## src/rtl/ca_pkg.sv

```systemverilog
// ca_pkg: shared state, opcode and datapath select encodings for the multi-cycle RV32I controller
package ca_pkg;

    typedef enum logic [3:0] {
        FETCH,
        DECODE,
        MEMADR,
        MEMREAD,
        MEMWB,
        MEMWRITE,
        EXEC_R,
        EXEC_I,
        ALUWB,
        BRANCH,
        JAL,
        JALR,
        LINK,
        LUI,
        HALT
    } state_t;

    localparam logic [6:0] OP_LOAD   = 7'b0000011;
    localparam logic [6:0] OP_STORE  = 7'b0100011;
    localparam logic [6:0] OP_RTYPE  = 7'b0110011;
    localparam logic [6:0] OP_ITYPE  = 7'b0010011;
    localparam logic [6:0] OP_BRANCH = 7'b1100011;
    localparam logic [6:0] OP_JAL    = 7'b1101111;
    localparam logic [6:0] OP_JALR   = 7'b1100111;
    localparam logic [6:0] OP_LUI    = 7'b0110111;

    localparam logic [2:0] ALU_ADD  = 3'b000;
    localparam logic [2:0] ALU_SUB  = 3'b001;
    localparam logic [2:0] ALU_AND  = 3'b010;
    localparam logic [2:0] ALU_OR   = 3'b011;
    localparam logic [2:0] ALU_XOR  = 3'b100;
    localparam logic [2:0] ALU_SLT  = 3'b101;
    localparam logic [2:0] ALU_SLTU = 3'b110;

    localparam logic [2:0] IMM_I = 3'b000;
    localparam logic [2:0] IMM_S = 3'b001;
    localparam logic [2:0] IMM_B = 3'b010;
    localparam logic [2:0] IMM_J = 3'b011;
    localparam logic [2:0] IMM_U = 3'b100;

    localparam logic [1:0] RES_ALUOUT    = 2'b00;
    localparam logic [1:0] RES_DATA      = 2'b01;
    localparam logic [1:0] RES_ALURESULT = 2'b10;
    localparam logic [1:0] RES_IMMEXT    = 2'b11;

    localparam logic [1:0] SRCA_PC    = 2'b00;
    localparam logic [1:0] SRCA_OLDPC = 2'b01;
    localparam logic [1:0] SRCA_A     = 2'b10;

    localparam logic [1:0] SRCB_B    = 2'b00;
    localparam logic [1:0] SRCB_IMM  = 2'b01;
    localparam logic [1:0] SRCB_FOUR = 2'b10;

    localparam logic [1:0] ALUOP_ADD    = 2'b00;
    localparam logic [1:0] ALUOP_BRANCH = 2'b01;
    localparam logic [1:0] ALUOP_FUNC   = 2'b10;

    function automatic logic known_opcode(input logic [6:0] op);
        return op == OP_LOAD || op == OP_STORE || op == OP_RTYPE || op == OP_ITYPE ||
               op == OP_BRANCH || op == OP_JAL || op == OP_JALR || op == OP_LUI;
    endfunction

endpackage

```

## src/rtl/alu_decoder.sv

```systemverilog
// alu_decoder: maps alu_op/func fields to an ALU operation and flags unsupported func3 codes
module alu_decoder
    import ca_pkg::*;
(
    input  logic [1:0] alu_op,
    input  logic [2:0] func3,
    input  logic       func7_5,
    input  logic       op_5,
    output logic [2:0] alu_control,
    output logic       illegal
);

    // branches compare with sub/slt; R/I ops decode func3, with sub only for R-type (op_5)
    always_comb begin
        alu_control = ALU_ADD;
        illegal = 1'b0;
        if (alu_op == ALUOP_BRANCH) begin
            case (func3)
                3'b000, 3'b001: alu_control = ALU_SUB;
                3'b100, 3'b101: alu_control = ALU_SLT;
                default: illegal = 1'b1;
            endcase
        end else if (alu_op == ALUOP_FUNC) begin
            case (func3)
                3'b000: alu_control = (op_5 && func7_5) ? ALU_SUB : ALU_ADD;
                3'b010: alu_control = ALU_SLT;
                3'b011: alu_control = ALU_SLTU;
                3'b100: alu_control = ALU_XOR;
                3'b110: alu_control = ALU_OR;
                3'b111: alu_control = ALU_AND;
                default: illegal = 1'b1;
            endcase
        end
    end

endmodule

```

## src/rtl/multicycle_controller.sv

```systemverilog
// multicycle_controller: main sequencing FSM for the multi-cycle RV32I datapath
module multicycle_controller
    import ca_pkg::*;
#(
    parameter bit ILLEGAL_HALT = 1'b0
) (
    input  logic       clk,
    input  logic       rst,
    input  logic [6:0] opcode,
    input  logic [2:0] func3,
    input  logic [6:0] func7,
    input  logic       zero,
    output logic       PCWrite,
    output logic       AdrSrc,
    output logic       MemWrite,
    output logic       IRWrite,
    output logic       RegWrite,
    output logic [1:0] ResultSrc,
    output logic [1:0] ALUSrcA,
    output logic [1:0] ALUSrcB,
    output logic [2:0] ALUControl,
    output logic [2:0] ImmSrc,
    output logic       instr_done,
    output logic       illegal_instr
);

    state_t state;
    logic [1:0] alu_op;
    logic [2:0] dec_alu;
    logic dec_ill;
    logic is_r;
    logic is_i;
    logic is_b;
    logic bad;
    logic taken;
    logic unused_func7;

    assign unused_func7 = ^{func7[6], func7[4:0]};
    assign is_r = opcode == OP_RTYPE;
    assign is_i = opcode == OP_ITYPE;
    assign is_b = opcode == OP_BRANCH;

    // DECODE borrows the decoder to validate func3 before committing to an execute state
    assign alu_op = (state == BRANCH || (state == DECODE && is_b)) ? ALUOP_BRANCH :
                    (state == EXEC_R || state == EXEC_I || (state == DECODE && (is_r || is_i))) ? ALUOP_FUNC :
                    ALUOP_ADD;
    assign bad = !known_opcode(opcode) || dec_ill;
    assign taken = (func3 == 3'b000 && zero) || (func3 == 3'b001 && !zero) ||
                   (func3 == 3'b100 && !zero) || (func3 == 3'b101 && zero);

    alu_decoder u_alu_decoder (
        .alu_op(alu_op),
        .func3(func3),
        .func7_5(func7[5]),
        .op_5(opcode[5]),
        .alu_control(dec_alu),
        .illegal(dec_ill)
    );

    // state sequencing; reset always lands in FETCH
    always_ff @(posedge clk or negedge rst) begin
        if (!rst) begin
            state <= FETCH;
        end else begin
            case (state)
                FETCH: state <= DECODE;
                DECODE: begin
                    if (bad) begin
                        state <= ILLEGAL_HALT ? HALT : FETCH;
                    end else begin
                        case (opcode)
                            OP_LOAD, OP_STORE: state <= MEMADR;
                            OP_RTYPE: state <= EXEC_R;
                            OP_ITYPE: state <= EXEC_I;
                            OP_BRANCH: state <= BRANCH;
                            OP_JAL: state <= JAL;
                            OP_JALR: state <= JALR;
                            OP_LUI: state <= LUI;
                            default: state <= FETCH;
                        endcase
                    end
                end
                MEMADR: state <= (opcode == OP_LOAD) ? MEMREAD : MEMWRITE;
                MEMREAD: state <= MEMWB;
                EXEC_R, EXEC_I, JAL, LINK: state <= ALUWB;
                JALR: state <= LINK;
                HALT: state <= HALT;
                default: state <= FETCH;
            endcase
        end
    end

    // per-state datapath controls, forced quiet while reset is held
    always_comb begin
        PCWrite = 1'b0;
        AdrSrc = 1'b0;
        MemWrite = 1'b0;
        IRWrite = 1'b0;
        RegWrite = 1'b0;
        ResultSrc = RES_ALUOUT;
        ALUSrcA = SRCA_PC;
        ALUSrcB = SRCB_B;
        ALUControl = ALU_ADD;
        ImmSrc = IMM_I;
        instr_done = 1'b0;
        illegal_instr = 1'b0;
        if (rst) begin
            case (state)
                FETCH: begin
                    IRWrite = 1'b1;
                    PCWrite = 1'b1;
                    ALUSrcB = SRCB_FOUR;
                    ResultSrc = RES_ALURESULT;
                end
                DECODE: begin
                    ALUSrcA = SRCA_OLDPC;
                    ALUSrcB = SRCB_IMM;
                    ImmSrc = (opcode == OP_JAL) ? IMM_J : IMM_B;
                    illegal_instr = bad;
                end
                MEMADR: begin
                    ALUSrcA = SRCA_A;
                    ALUSrcB = SRCB_IMM;
                    ImmSrc = (opcode == OP_STORE) ? IMM_S : IMM_I;
                end
                MEMREAD: AdrSrc = 1'b1;
                MEMWB: begin
                    ResultSrc = RES_DATA;
                    RegWrite = 1'b1;
                    instr_done = 1'b1;
                end
                MEMWRITE: begin
                    AdrSrc = 1'b1;
                    MemWrite = 1'b1;
                    instr_done = 1'b1;
                end
                EXEC_R: begin
                    ALUSrcA = SRCA_A;
                    ALUControl = dec_alu;
                end
                EXEC_I: begin
                    ALUSrcA = SRCA_A;
                    ALUSrcB = SRCB_IMM;
                    ALUControl = dec_alu;
                end
                ALUWB: begin
                    RegWrite = 1'b1;
                    instr_done = 1'b1;
                end
                BRANCH: begin
                    ALUSrcA = SRCA_A;
                    ALUControl = dec_alu;
                    PCWrite = taken;
                    instr_done = 1'b1;
                end
                JAL: begin
                    ALUSrcA = SRCA_OLDPC;
                    ALUSrcB = SRCB_FOUR;
                    PCWrite = 1'b1;
                end
                JALR: begin
                    ALUSrcA = SRCA_A;
                    ALUSrcB = SRCB_IMM;
                    ResultSrc = RES_ALURESULT;
                    PCWrite = 1'b1;
                end
                LINK: begin
                    ALUSrcA = SRCA_OLDPC;
                    ALUSrcB = SRCB_FOUR;
                end
                LUI: begin
                    ImmSrc = IMM_U;
                    ResultSrc = RES_IMMEXT;
                    RegWrite = 1'b1;
                    instr_done = 1'b1;
                end
                default: ;
            endcase
        end
    end

endmodule

```

## config.mk

```make
export PLATFORM = sky130hd
export DESIGN_NAME = multicycle_controller
export DESIGN_NICKNAME = d
export VERILOG_FILES = /design/src/rtl/ca_pkg.sv /design/src/rtl/alu_decoder.sv /design/src/rtl/multicycle_controller.sv
export SDC_FILE = /design/constraint.sdc
export NUM_CORES = 1
export LEC_CHECK = 0
export ABC_AREA = 0
export CAP_MARGIN = 20
export CORE_ASPECT_RATIO = 1.5
export CORE_UTILIZATION = 37
export DETAILED_ROUTE_END_ITERATION = 10
export GPL_TIMING_DRIVEN = 0
export PLACE_DENSITY_LB_ADDON = 0.25
export SYNTH_ARGS = -nofsm -noshare
export SYNTH_HDL_FRONTEND = slang
export SYNTH_SLANG_ARGS = --single-unit
```

## constraint.sdc

```tcl
create_clock -name clk -period 1.6 [get_ports clk]
set_input_delay 0.32 -clock clk [delete_from_list [all_inputs] [get_ports clk]]
set_output_delay 0.32 -clock clk [all_outputs]
set_load 0.01 [all_outputs]
```

### Word level (Yosys, flattened, before mapping)

Index checks and enable logic that the tools add are counted.

* register bits: 4
* output and inout bits: 19
* bits of input ports: 20
* word-level logic and storage cells: 115

* eq/ne operators: 31
* multiplexer cells: 41
* reductions and logical operators: 42

Operators with widths (count)
* one-hot mux 4 bit (7 select lines): 2
* == test 4 bit, second input constant: 7
* == test 7 x 6 -> 1 bit, second input constant: 3
* == test 7 bit, second input constant: 3
* two-way mux 1 bit: 20
* two-way mux 3 bit: 6
* one-hot mux 3 bit (6 select lines): 1
* == test 4 x 3 -> 1 bit, second input constant: 4
* logical OR 1 bit: 15
* OR reduction 3 bit: 5
* == test 3 bit, second input constant: 4
* OR reduction 4 bit: 3
* two-way mux 2 bit: 5
* OR reduction 2 bit: 5
* OR reduction 5 bit: 2
* one-hot mux 3 bit (3 select lines): 1
* == test 4 x 2 -> 1 bit, second input constant: 2
* one-hot mux 2 bit (2 select lines): 2
* == test 7 x 2 -> 1 bit, second input constant: 1
* == test 7 x 5 -> 1 bit, second input constant: 1
* logical AND 1 bit: 7
* == test 3 x 2 -> 1 bit, second input constant: 2
* one-hot mux 2 bit (3 select lines): 1
* one-hot mux 3 bit (2 select lines): 1
* other kinds (10): 11

### Depth between registers and ports, before layout

Gate-level depths: netlist (run 1).

* word-level depth: 12
* gate-level depth with buffers: 6
* gate-level depth less buffers: 4

### Hierarchy

A second synthesis (run 1) with hierarchy kept.

* cell total of the unflattened synthesis: 130
* area total of the unflattened synthesis: 870.8 µm²

Modules (own cells, without submodules)
* multicycle_controller: seq. area each 100.1 µm², instances 1, area an instance 750.7 µm², cells each 116
* alu_decoder: seq. area each 0.0 µm², instances 1, area an instance 120.1 µm², cells each 14

### Worst setup path after synthesis (run 1)

Ideal clock, no wire load.

* kind: register -> output
* from: reg state[1]
* to: out ALUControl[0]
* stages on the path, launching flop included: 6
* required time: 1280 ps
* setup slack: -166 ps
* buffers on the path: 1
* data arrival time: 1446 ps
* cell sequence: dfrtp_1 > clkbuf_2 > and4bb_2 > o21ai_0 > or3_1 > o21ai_1

* word-level cells in the longest chain between the ends: 10
* elaborated cells between the ends (all ways): 18
* those cells by class: 6 x eq/ne; 6 x mux; 6 x reduce/logical

RTL lines
* start, declared: line multicycle_controller.sv:27 `state_t state;`
* start signal, assigned: line multicycle_controller.sv:69 `state <= ILLEGAL_HALT ? HALT : FETCH;`
* start signal, assigned: line multicycle_controller.sv:83 `MEMADR: state <= (opcode == OP_LOAD) ? MEMREAD : MEMWRITE;`
* == test 4 x 3 -> 1 bit / == test 4 x 1 -> 1 bit (equally long branches): line multicycle_controller.sv:45, multicycle_controller.sv:108, multicycle_controller.sv:44
* logical OR 1 bit / logical AND 1 bit (equally long branches): line multicycle_controller.sv:45 `(state == EXEC_R || state == EXEC_I || (state == DECODE && (is_r || is_i))) ? ALUOP_FUNC :`
* logical OR 1 bit: line multicycle_controller.sv:45
* two-way mux 2 bit: line multicycle_controller.sv:45
* two-way mux 2 bit: line multicycle_controller.sv:44 `assign alu_op = (state == BRANCH || (state == DECODE && is_b)) ? ALUOP_BRANCH :`
* == test 2 bit: line alu_decoder.sv:23 `end else if (alu_op == ALUOP_FUNC) begin`
* two-way mux 3 bit: line alu_decoder.sv:23
* two-way mux 3 bit: line alu_decoder.sv:17 `if (alu_op == ALUOP_BRANCH) begin`
* two-way mux 3 bit *: line multicycle_controller.sv:108 `case (state)`
* two-way mux 3 bit *: line multicycle_controller.sv:107 `if (rst) begin`
* end, declared: line multicycle_controller.sv:21 `output logic [2:0] ALUControl,`

Every way passes the cells marked *; elsewhere a longest branch is shown, timed or not.

### Worst setup path after layout (run 1)

* from: reg state[2]
* to: out ALUControl[0]

Same word-level chain as after synthesis.

==> out/results.txt, run 1 <==
Top layer reached by signal wires: met4. Counting instances in the post-synthesis netlist gives the leading cell types as nor2_1 (13), nand2_1 (11), a21oi_1 (9). Sequential cells burn 12.3% of the power. The checks that failed: setup timing. The post-route netlist has 56.7% of its cells at a drive strength greater than 1. The logs give 1640 um2 for the final design area excluding fillers and 1280 ps for the critical path required time.

The slew of the pin with the lowest slew margin came out at 382 ps. Per report_power, the combinational group accounts for 77.3% of the total. The tools report the final sum of negative setup slack as -6210 ps. The synthesized design contains 4 register bits.

The logs give 0.426 mV for the worst IR drop on VDD and 209 for the net total in the final layout. Clock tree root driver cell: clkbuf_4. The flip-flop count of the largest register after layout is 4. Measured along the x axis, the die boundary spans 41.2 um.

The library cell with the highest instance count after synthesis was nor2_1. The number of instances in the synthesized netlist was 125. Delay of the slowest critical-path stage: 420 ps. The first global-routing pass estimated 4.73 mm of wire. The routed wirelength normalized by instance count came out at 18.0 um. After synthesis, the share of flip-flops with an asynchronous set or reset is 100%. The largest registers in the layout are state x4. Counting every sink on the clock net gives 4. Across the routed clock network, the largest skew measured is 0.680 ps. The number of nets handed over by synthesis was 145. The startpoint class of the critical path was a flip-flop.

The tools report the max-capacitance violation count as 0. Setup violations remaining at the end of the flow were counted as 23. The clock network is responsible for 10.4% of the overall power. The number of design-rule violations left by the first detailed-router iteration came out at 39.

The number of synthesized flops with an enable pin is 0, and the part of the cycle the worst path needs is 134%. The worst path buffer plus inverter count was 3. The number of buffers inserted during clock tree synthesis was 3.

The number of global-route vias before repair is 1080. The top cell type by total area after synthesis was dfrtp_1. For the post-route antenna net violation count, the log shows 0. TritonCTS built the clock tree. Number of input and output port buffers inserted: 30. In this run the mean area of a mapped cell was 6.82 um2.

The floorplan step set the die height to 60.8 um. The flow ran to the end, but the final reports show violations. After floorplanning, the core was divided into 20 placement rows. Summing every instance area after synthesis gives 852 um2.

For the worst setup path, the data arrival time is 1820 ps. The total core area is 2100 um2. The ratio of routed vias to standard cells was 6.02.

The logs give 1258 for the via total after detailed routing and 0 for the initial antenna violation count. The total wirelength of the detailed-routed design came out at 3.75 mm. STA classifies the critical path endpoint as an output pin.

The run gives 0 as the diode insertion count for antenna repair. Compared with the post-synthesis result, the final layout area differs by 92.1%. The initial standard-cell utilization of the core is 40.5%, and the routed length on met2 is 2.14 mm. After synthesis, the netlist uses 46 different library cells. Global-route congestion overflow total: 0.

Headroom to the max-slew limit came out at 74.3%. For the synthesis warning total, the log shows 0. Summing all placed instances gives a cell area of 1190 um2. Internal power comes to 729 uW. After synthesis, the cell types taking the most area are dfrtp_1 (12%), nor2_1 (5.7%), a21oi_1 (5.3%), nand2_1 (4.8%), nor2b_1 (4.4%). The maximum root-to-sink buffer count was 2. The weighted congestion reported at the end of routability-driven placement was 0.791. In this run the worst hold path is classified as in -> async. The aggregate global-route resource usage was 26.8%. The power dissipated by switching net loads was 542 uW; the clock transition at the registers of the reported paths was 40 ps. Among all flip-flop cells after synthesis, the most frequent one is dfrtp_1. Along the worst path, the maximum fanout reaches 3.

Worst setup path category: reg -> out. Dividing total power by cell area gives a power density of 776 nW/um2. The run gives 141 um as the met3 wirelength from detailed routing.

Entering global routing, the biggest net connects 11 pins. After detailed routing, the wire length on met1 is 1.32 mm. Walking the worst path, the cells encountered are buf_4 > nor4b_4 > buf_4 > nor3b_2 > a21oi_1 > o21ai_2 > buf_2. CTS H-tree depth: 1.

The total die area was 2500 um2. During I/O placement, the number of pins put on the boundary was 39. Cell class contributing the biggest share of worst-path delay: buffers and inverters. Counting stages on the worst path, the most repeated cell is buf_4. After detailed routing, the number of remaining DRC violations is 0. The tools report the highest clock frequency the design can meet as 466 MHz. Ranked by flip-flop count, first place goes to state. The routed design could run at a clock period as short as 2140 ps. The max-slew violation count came out at 0. Net switching is 42.6% of the power. The share of the Yosys chip area taken by registers is 11.7%.

Setup repair after global routing could not meet its margin everywhere. The first detailed-routing pass took 4 iterations. The final worst-path setup slack is -545 ps, and the placed wire-length estimate is 1.82 mm. Number of endpoints with negative hold slack in the final report: 0.

The area share of the largest cell type after synthesis came out at 11.7%. The slowest stage of the critical path belongs to the cell dfrtp_2. The leakage power of the design is 0.741 nW, and the clock latency on the worst-skew pair is 240 ps.
==> final timing paths <==
| check | startpoint | end | slack [ps] | cells after the start |
|---|---|---|---|---|
| worst min-delay path | rst | state[2]$_DFF_PN0_ | 470 | 2 |
| worst min register to register | state[3]$_DFF_PN0_ | state[0]$_DFF_PN0_ | 680 | 3 |
| worst max register to register | state[2]$_DFF_PN0_ | state[2]$_DFF_PN0_ | -170 | 6 |
| worst max-delay path | state[2]$_DFF_PN0_ | ALUControl[0] | -540 | 7 |
| max in group asynchronous | rst | state[0]$_DFF_PN0_ | 950 | 2 |
| min in group clk | opcode[3] | state[2]$_DFF_PN0_ | 470 | 2 |
==> through the flow <==
stage | power (mW) | setup slack [ps] | utilization (%) | hold WS [ps] | std cells
after floorplan | 0.506 | -114 | - | 24.4 | 125
after global placement | 0.726 | -1240 | 56.8 | 536 | 177
after detailed placement | 0.731 | -1290 | 56.8 | 542 | 177
after CTS | 1.02 | -484 | 69.2 | 5.89 | 199
after global routing | 1.34 | -598 | 77.9 | 467 | 209
final | 1.27 | -545 | 77.9 | 467 | 209
==> worst register-to-register path: stages (launching register included) <==
cell,delay (ps)
dfrtp_2,420
buf_6,150
and3b_2,220
a22oi_2,240
o31ai_4,120
buf_6,150
o41ai_4,340
==> routing by layer <==
metal,vias to the layer above,GRT usage [%]
met5,-,0
met4,0,8.76
met3,15,2.93
met2,47,52.5
met1,612,26.7
li1,584,-
==> cell usage in the layout, fill, tap and decap left out, drive strengths merged, types with 2 or more instances in the layout <==
cell type | Yosys | final
a22oi | 3 | 3
xor2 | 2 | 2
o21a | 4 | 4
nand2 | 11 | 11
nand2b | 3 | 3
a21o | 2 | 2
dfrtp | 4 | 4
nand3b | 2 | 2
nor4 | 2 | 2
buf | 4 | 54
clkbuf | 6 | 8
or3 | 3 | 3
nor2b | 6 | 6
dlymetal6s2s | 0 | 2
o21ai | 8 | 8
nor3 | 5 | 5
dlygate4sd2 | 0 | 5
a31oi | 2 | 2
xnor2 | 3 | 3
a21oi | 9 | 9
o31ai | 4 | 4
and3b | 2 | 2
nand3 | 5 | 5
inv | 7 | 7
nor2 | 13 | 13
==> area by class of cell <==
| type | instances | area (um2) |
|---|---|---|
| inverters | 7 | 26.3 |
| well taps | 22 | 27.5 |
| plain buffers | 9 | 104 |
| flip-flops and latches | 4 | 103 |
| clock buffers | 3 | 22.5 |
| multi-input cells | 104 | 892 |
| fillers | 152 | 465 |
| repair buffers | 60 | 462 |
==> power by group through the flow <==
stage / Clock, mW / Combinational (mW) / Sequential (mW)
2_1_floorplan: 0 / 0.369 / 0.137
3_3_place_gp: 0 / 0.581 / 0.144
3_5_place_dp: 0 / 0.585 / 0.146
4_1_cts: 0.127 / 0.732 / 0.161
5_1_grt: 0.141 / 1.04 / 0.157
6_report: 0.132 / 0.982 / 0.156
==> kinds of logic (layout without fill, tap and decap cells) <==
logic type	Yosys count	in the layout	share of synthesized area, %
AOI/OAI and AO/OA	39	39	32.7
buffers and inverters	17	79	9.69
xor gates and xnor gates	5	5	5.14
and+or+nand+nor	60	60	40.7
DFF	4	4	11.7
==> repair_timing <==
| item | CTS | global route |
|---|---|---|
| endpoints found under the setup margin | 23 | 23 |
| hold endpoints to repair | 0 | 4 |
| setup buffers | 20 | 10 |
| pin swaps | 19 | 19 |
| resized for setup | 128 | 37 |
| cloned | 0 | 0 |
| hold buffers | 0 | 1 |
(Power assumes the default switching activity.)
==> inputs of run 2 (changes only) <==
--- a/config.mk
+++ b/config.mk
@@ -9,5 +9,7 @@
 export CAP_MARGIN = 20
 export CORE_ASPECT_RATIO = 1.5
-export CORE_UTILIZATION = 37
+export CORE_MARGIN = 2
+export CORE_UTILIZATION = 39
+export CTS_BUF_LIST = sky130_fd_sc_hd__clkbuf_4
 export DETAILED_ROUTE_END_ITERATION = 10
 export GPL_TIMING_DRIVEN = 0
==> constraint.sdc (replaced) <==
create_clock -name clk -period 1.6 [get_ports clk]
set_input_delay 0.32 -clock clk [delete_from_list [all_inputs] [get_ports clk]]
set_output_delay 0.32 -clock clk [all_outputs]
set_load 0.05 [all_outputs]
==> run 2 against run 1 <==
Against the previous run: the flow now stops in global routing; synthesized cell count stayed put; synthesized area unchanged.
==> out/results.txt, run 2 <==
The logs give 1360 um2 (was 1190 um2) for the post-detailed-placement cell area and 852 um2 (unchanged) for the post-synthesis instance area. Overall die width: 42.2 um (was 41.2 um). Leading cell types by total area after synthesis: dfrtp_1 (12%), nor2_1 (5.7%), a21oi_1 (5.3%), nand2_1 (4.8%), nor2b_1 (4.4%) (unchanged).

The library cell with the highest instance count after synthesis was nor2_1 (unchanged). The tool reported: "[ERROR DPL-0038] Utilization greater than 100%, impossible to legalize". The number of buffers inserted during clock tree synthesis came out at 3 (unchanged). The prevailing post-synth register cell was dfrtp_1 (unchanged). The post-synthesis net count is 145 (unchanged), and the proportion of register bits with asynchronous set or reset after synthesis is 100% (unchanged). After the last repair the worst path ends at a primary output. Number of instances in the synthesized netlist: 125 (unchanged). The run stopped with a tool error. Mean instance size in the synthesized netlist: 6.82 um2 (unchanged). The maximum number of pins on one net before global-route repair is 11. The clock tree root driver cell is clkbuf_4 (unchanged). The tools report the number of cells in the design after placement as 177 (unchanged). The proportion of synthesized chip area in sequential cells is 11.7% (unchanged), and the weighted congestion reported at the end of routability-driven placement is 0.843 (was 0.791). The synthesis warning total is 0 (unchanged). It got as far as global routing and failed there. The die extent in y came out at 61.2 um (was 60.8 um). The tools report the maximum root-to-sink buffer count as 2 (unchanged). Post-synth top cells: nor2_1 (13), nand2_1 (11), a21oi_1 (9) (unchanged). The tools report the placement row count as 20 (unchanged).

The count of clock tree sinks is 4 (unchanged). Number of input and output port buffers inserted: 30 (unchanged). Top cell type by total area after synthesis: dfrtp_1 (unchanged). The flop and latch count out of synthesis is 4 (unchanged). The tools report the initial standard-cell utilization of the core as 41.5% (was 40.5%). The tools report the last reported worst endpoint of the global-route repair pass as illegal_instr. The logs give 46 (unchanged) for the number of different library cells in the post-synthesis netlist and 39 (unchanged) for the top-level port count. The number of synthesized flops with an enable pin is 0 (unchanged). The run gives 1 (unchanged) as the CTS H-tree depth. The tools report the placed wire-length estimate as 2.06 mm (was 1.82 mm). The area share of the largest cell type after synthesis is 11.7% (unchanged).
==> run 2: cell counts after synthesis <==
No cell type changed its count.
==> run 2: kinds of logic after synthesis <==
family	share of synthesized area, %
AO/OA/AOI/OAI	32.7
buffers and inverters	9.69
XOR/XNOR	5.14
flip-flops	11.7
AND/OR/NAND/NOR	40.7
==> run 2: per-stage QoR <==
stage	hold WS (ps)	TNS [ps]	setup WS [ps]	utilization, %
after floorplan	24.4	-1890	-302	-
after global placement	532	-22430	-1540	66.2
after detailed placement	543	-23070	-1570	66.2
after CTS	435	-6550	-584	91.2
==> run 2: repair_timing <==
item                                    in CTS
buffers inserted                            26
gates cloned                                 1
endpoints found under the setup margin      23
hold endpoints to repair                     4
hold buffers                                 1
pin swaps                                   27
resized for setup                          209
==> inputs of run 3 (changes only) <==
- CORE_AREA: unset -> 2 2 63 65
- CORE_ASPECT_RATIO: 1.5 -> unset
- CORE_MARGIN: 2 -> unset
- CORE_UTILIZATION: 39 -> unset
- CTS_BUF_LIST: sky130_fd_sc_hd__clkbuf_4 -> unset
- DIE_AREA: unset -> 0 0 65 67
- PLACE_DENSITY_LB_ADDON: 0.25 -> 0.15
- clock period: 1.6 -> 2.1 ns (I/O delays scaled with it)
==> run 3 against run 2 <==
Against the previous run: the flow now finishes, with violations (setup timing).
==> out/results.txt, run 3 (synthesis gave the netlist of run 1 again) <==
The flow ran to the end, but the final reports show violations. The final reports fail on setup timing. The first routing iteration left 35 violations. The run gives 444 MHz as the highest clock frequency the design can meet.

After the flow finishes, the layout carries non-filler instances totaling 222. The library cell used most frequently in the layout, excluding fill and tap cells, is buf_4. In the final routed layout, each cell accounts on average for 12.3 um. The number of global-route vias before repair came out at 995.

For this run, the slowest stage of the critical path takes 520 ps. For the max-slew violation count, the log shows 0. The logs give 2.74 mm for the total wirelength of the detailed-routed design and 1680 ps for the critical path required time. The tools report the power dissipated by switching net loads as 454 uW. The top cell types in the final layout, fill and taps aside, are buf_4 (21), nor2_1 (11), nand2_1 (10). The clock tree root driver cell is clkbuf_8 (was clkbuf_4). The design draws 930 uW. The classification of the worst-slack hold path is in -> async.

Among all stages on the critical path, the largest delay is contributed by clkdlybuf4s50_1. Across all register-to-register paths, the minimum setup slack is 270 ps. After layout, the minimum clock period comes to 2250 ps.

For the pin with the worst max-slew slack, the measured transition is 430 ps. The clock latency on the worst-skew pair is 210 ps, and the placed wire-length estimate is 2.02 mm (was 2.06 mm). Setup repair after global routing could not meet its margin everywhere. The post-route core utilization came out at 40.6%. In this run the static leakage power is 0.632 nW. For the final setup skew, the log shows 2.47 ps. Walking the worst path, the cells encountered are clkdlybuf4s50_1 > nand3b_1 > buf_4 > o31ai_4 > o31a_2 > buf_8.

The run gives 12.3% as the sequential share of power. The post-route netlist has 48.9% of its cells at a drive strength greater than 1. The die extent in y came out at 67 um (was 61.2 um). The run gives 23.6% (was 41.5%) as the initial standard-cell utilization of the core. Entering global routing, the biggest net connects 11 pins.

The die covers 4360 um2. STA classifies the critical path startpoint as an input port. The tools report the relative slew slack as 71.3%. After the last flow step, the layout net total stands at 196. The share of total power dissipated in combinational logic is 70.9%.

Final hold analysis gives a worst-case slack of 14.6 ps. After detailed routing, the number of remaining DRC violations is 0. The pre-antenna-repair detailed-routing pass consisted of 4 iterations. The count of nets left with antenna violations once routing finished came out at 0.

For the CTS H-tree depth, the log shows 1 (unchanged). The part of the total power dissipated in the clock network was 16.9%; the number of hold buffers added after CTS was 0 (was 1). The global-route congestion overflow total is 0, and the overall die width is 65 um (was 42.2 um). The clock transition at the registers of the reported paths was 30 ps; the placement row count was 22 (was 20). The run gives 1830 ps as the worst endpoint data arrival time. In this run the worst path has a maximum fanout of 3. The first global-routing pass estimated 4.47 mm of wire. For the initial antenna violation count, the log shows 0. The number of cells in the design after placement was 203 (was 177). The count of clock tree sinks is 4 (unchanged).

The number of input and output port buffers inserted works out to 30 (unchanged). The number of buffers inserted during clock tree synthesis is 3 (unchanged). The setup path with the least slack is of type in -> out. The type of element capturing the critical path was an output pin. The diode insertion count for antenna repair is 0.

After layout, the worst path uses 107% of the clock period. The weighted congestion reported at the end of routability-driven placement came out at 0.829 (was 0.843). The internal power consumption was 476 uW; the number of endpoints with negative hold slack in the final report was 0.

TritonCTS built the clock tree. The largest registers in the layout are state x4. The maximum root-to-sink buffer count is 2 (unchanged), and the via total after detailed routing is 1063. The switching portion of total power is 48.8%, and the aggregate global-route resource usage is 12.7%.

Compared with the post-synthesis result, the final layout area differs by 72.0%. Dividing total power by cell area gives a power density of 635 nW/um2. The top-level port count came out at 39 (unchanged). The worst-case IR drop observed on VDD is 0.220 mV.

The final number of setup-violating endpoints was 4. The floorplan step defined a core boundary enclosing 3610 um2. The tools report the final worst-path setup slack as -153 ps.

The largest register by flop count is state. After detailed routing, the number of vias per cell comes to 4.79. The max-capacitance violation count is 0, and the flip-flop count of the largest register after layout is 4.
-- run 3: per-stage QoR --
step | area, um2 | setup TNS (ps) | setup WS [ps]
after floorplan | 900 | -190 | -128
after global placement | 1260 | -18290 | -1250
after detailed placement | 1260 | -18390 | -1250
after CTS | 1400 | -371 | -179
after global routing | 1470 | -841 | -236
final | 1470 | -376 | -153
-- run 3: power by group through the flow --
stage	clock, mW	sequential [mW]	combinational (mW)
floorplan	0	0.105	0.444
global placement	0	0.110	0.615
detailed placement	0	0.110	0.617
CTS	0.161	0.113	0.619
global route	0.166	0.116	0.705
finish	0.157	0.114	0.659
-- run 3: timing repair --
item	in CTS	in global routing
gates resized for setup	121	28
endpoints found under the setup margin	19	15
gates cloned	0	1
buffers inserted	11	6
endpoints found under the hold margin	0	0
pin swaps	10	6
-- run 3: path summary, 6_finish.rpt --
path                                      endpoint          startpoint  depth (start not counted)
worst max-delay path                 illegal_instr           opcode[1]                          6
worst min-delay path            state[0]$_DFF_PN0_                 rst                          1
worst max register to register  state[2]$_DFF_PN0_  state[2]$_DFF_PN0_                          7
worst min register to register  state[1]$_DFF_PN0_  state[0]$_DFF_PN0_                          3
max in group asynchronous       state[2]$_DFF_PN0_                 rst                          1
min in group clk                state[2]$_DFF_PN0_           opcode[3]                          2
-- run 3: per-layer routing --
metal  up-vias  GRT usage, %  wire [um]
li1        552             -          -
met1       489          15.9       1260
met2        22          23.8       1400
met3         0          1.01         87
met4         0          2.39          0
met5         -             0          0
-- run 3: worst max-delay path: cells and delay by family --
kind                   cells  cell delay, ps
buffers and inverters      3             840
AO/OA/AOI/OAI              2             420
AND/OR/NAND/NOR            1             160
-- run 3: area by class of cell --
class	count	area, um2
buffer	8	60.1
tap	48	60.1
timing repair buffer	48	397
inverter	7	26.3
sequential	4	103
fill	390	2140
multi-input combinational	104	778
clock buffer	3	41.3
==> inputs of run 4 (changes only) <==
- clock period: 2.1 -> 2.3 ns (I/O delays scaled with it)
==> run 4 against run 3 <==
Against the previous run: the run now ends clean; first-iteration DRC count increased by 80%; non-clock buffer count decreased by 11; worst setup slack improved by 170 ps; combinational power decreased by 15%; critical path depth unchanged; count of clock-buffer cells in the layout unchanged; die area unchanged; sequential cell count unchanged; final area decreased by 6.4%; largest power group unchanged; highest routed layer is now met4; total power decreased by 13%; largest cell class unchanged; clock power decreased by 8%; clock skew decreased by 1.9 ps.
==> out/results.txt, run 4 (synthesis gave the netlist of run 1 again) <==
The run finished with clean final reports. Power dissipated by switching net loads: 407 uW (was 454 uW). For the clock latency on the worst-skew pair, the log shows 210 ps (about the same). The number of global-route vias before repair was 953 (was 995). Most used cells in the layout excluding fill and tap cells: nor2_1 (13), nand2_1 (11), buf_4 (9), a21oi_1 (9), inv_1 (7) (was buf_4 (21), nor2_1 (11), nand2_1 (10)). Initial standard-cell utilization of the core: 23.6% (unchanged). The worst IR drop on VDD was 0.197 mV (was 0.220 mV); the number of hold buffers added after CTS was 0 (unchanged).

CTS H-tree depth: 1 (unchanged). The largest register by flop count is state (unchanged). Cells along the critical path: buf_6 > and3b_2 > a22oi_2 > o31ai_4 > o31a_1 > buf_6 (was clkdlybuf4s50_1 > nand3b_1 > buf_4 > o31ai_4 > o31a_2 > buf_8). The tools report the type of element capturing the critical path as an output pin (unchanged). The combinational share of power is 69.5% (was 70.9%), and the die extent in y is 67 um (unchanged). The flip-flop count of the largest register after layout came out at 4 (unchanged). The tools report the placement row count as 22 (unchanged). For the global-route track usage on met3, the log shows 1.18% (was 1.01%). The critical-path cell with the highest stage delay was dfrtp_2 (was clkdlybuf4s50_1).

The clock tree root driver cell was clkbuf_8 (unchanged). The tools report the total core area as 3610 um2 (unchanged). The post-route antenna net violation count is 0 (unchanged), and the initial antenna violation count is 0 (unchanged). Setup repair after global routing could not meet its margin everywhere.

Maximum root-to-sink buffer count: 2 (unchanged). Worst setup path category: reg -> out (was in -> out). The run gives 101 um2 (was 103 um2) as the footprint of the flip-flops and latches.

The tools report the weighted congestion reported at the end of routability-driven placement as 0.812 (was 0.829). The number of cells in the design after placement was 203 (unchanged). Placed wire-length estimate: 2.02 mm (about the same). Most common library cell in the layout ignoring fill and taps: nor2_1 (was buf_4).

The total die area was 4360 um2 (unchanged). Largest registers: state x4 (unchanged). The tools report the max-slew violation count as 0 (unchanged). Final setup skew: 0.599 ps (was 2.47 ps). The global-route congestion overflow total was 0 (unchanged); the maximum number of pins on one net before global-route repair was 11 (unchanged). For the number of buffers inserted during clock tree synthesis, the log shows 3 (unchanged). The final design area excluding fillers came out at 1370 um2 (was 1470 um2). The total power per unit cell area came out at 590 nW/um2 (was 635 nW/um2). The overall die width works out to 65 um (unchanged).

The logs give 39 (unchanged) for the top-level port count and 67.8% (was 71.3%) for the relative slew slack. The run gives 402 uW (was 476 uW) as the internal power consumption. The run gives 2.64 mm (was 2.74 mm) as the total wirelength of the detailed-routed design. The layout filler cell count came out at 409 (was 390). Of the available clock period, the critical path in the final layout requires 99.3%. The most congested layer reported by global routing was met2 (unchanged). The classification of the worst-slack hold path is in -> async (unchanged). For the part of the total power dissipated in the clock network, the log shows 17.9% (was 16.9%).

The number of input and output port buffers inserted is 30 (unchanged), and the highest clock frequency the design can meet is 438 MHz. For the aggregate global-route resource usage, the log shows 12.3% (was 12.7%). The number of search-and-repair iterations in the first detailed-routing pass is 4 (unchanged), and the via total after detailed routing is 1040 (was 1063). After layout, the minimum clock period comes to 2280 ps. Among the stages of the critical path, the cell type that occurs most often is buf_6. TritonCTS built the clock tree. For the net total in the final layout, the log shows 185 (was 196). The cell class contributing the biggest share of worst-path delay was compound AO/OA/AOI/OAI gates (was buffers and inverters). The residual DRC count came out at 0 (unchanged). Routed wirelength normalized by instance count: 12.5 um (was 12.3 um).

For the critical path required time, the log shows 1840 ps (was 1680 ps). The logs give 0 (unchanged) for the number of endpoints with negative hold slack in the final report and 751 um2 (was 778 um2) for the area taken by multi-input logic gates. The post-detailed-placement cell area came out at 1240 um2 (was 1260 um2). Area growth from synthesis to layout: 60.9% (was 72.0%). The proportion of layout cells with a drive suffix above 1 was 36.8% (was 48.9%); the met2 global-route usage was 22.8% (was 23.8%).

The largest fanout on the critical path works out to 6 (was 3). For the sequential share of power, the log shows 12.7% (was 12.3%). The number of design-rule violations left by the first detailed-router iteration was 63 (was 35); the delay of the slowest critical-path stage was 430 ps (was 520 ps). Ratio of routed vias to standard cells: 4.93 (was 4.79).

The leakage power of the design came out at 0.614 nW (was 0.632 nW). The final number of setup-violating endpoints was 0 (was 4); the worst endpoint data arrival time was 1820 ps (was 1830 ps). The logs give 15.4% (was 15.9%) for the met1 layer usage reported by global route and 4 (unchanged) for the count of clock tree sinks. The global-route wire length before repair came out at 4.36 mm (was 4.47 mm). The max-capacitance violation count came out at 0 (unchanged). The slew of the pin with the lowest slew margin works out to 485 ps (was 430 ps).

Worst path buffer plus inverter count: 2 (was 3). The clock transition at the registers of the reported paths was 30 ps (about the same). For the final standard cell count with taps included and fillers excluded, the log shows 211 (was 222). The diode insertion count for antenna repair is 0 (unchanged). Switching portion of total power: 50.3% (was 48.8%). The tools report the startpoint class of the critical path as a flip-flop (was an input port). The tools report the final sum of negative setup slack as 0 ps (was -376 ps).
[run 4: changes by cell type in the layout (fill, tap and decap cells not counted), moves of 3 or more]
cell             delta
buf_4              -12
clkbuf_4            +3
dlymetal6s2s_1      +4
buf_2               -4
clkdlybuf4s15_2     +4
nor2b_2             -4
buf_6               -4
[run 4: cell type report]
| type | count | area share [%] |
|---|---|---|
| plain buffers | 9 | 5.02 |
| clock buffers | 3 | 3.01 |
| inverters | 7 | 1.92 |
| multi-input cells | 104 | 54.7 |
| flip-flops and latches | 4 | 7.39 |
| well taps | 48 | 4.38 |
| repair buffers | 36 | 23.5 |
[run 4: final timing paths]
path | to | depth (start not counted) | slack [ps] | start
setup / recovery | illegal_instr | 6 | 20 | state[2]$_DFF_PN0_
hold / removal | state[0]$_DFF_PN0_ | 1 | 190 | rst
setup reg to reg | state[2]$_DFF_PN0_ | 6 | 550 | state[2]$_DFF_PN0_
hold reg to reg | state[2]$_DFF_PN0_ | 3 | 730 | state[2]$_DFF_PN0_
max in group asynchronous | state[2]$_DFF_PN0_ | 1 | 1910 | rst
min in group clk | state[2]$_DFF_PN0_ | 2 | 620 | opcode[3]
[run 4: repair_timing]
action                                  4_1_cts  5_1_grt
resized for setup                           100       25
pin swaps                                     4        5
buffers inserted                              3        3
endpoints found under the setup margin       19       15
gates cloned                                  0        0
[run 4: power by group through the flow]
stage	clock network [mW]	registers, mW	logic (mW)
2_1_floorplan	0	0.0956	0.399
3_3_place_gp	0	0.100	0.558
3_5_place_dp	0	0.102	0.558
4_1_cts	0.148	0.102	0.554
5_1_grt	0.155	0.105	0.605
6_report	0.145	0.103	0.562
[run 4: metal layers]
metal  wire [um]  vias to the layer above
li1            -                      528
met1        1260                      490
met2        1290                       20
met3          70                        2
met4          17                        0
met5           0                        -
[run 4: per-stage QoR]
step,power (mW),utilization [%],worst slack [ps],hold slack [ps]
final,0.809,38.0,17.0,194
after global routing,0.865,38.0,-61.2,207
after CTS,0.803,36.6,-11.1,196
after detailed placement,0.660,34.3,-1120,680
after global placement,0.658,34.3,-1140,679
after floorplan,0.494,-,5.87,164
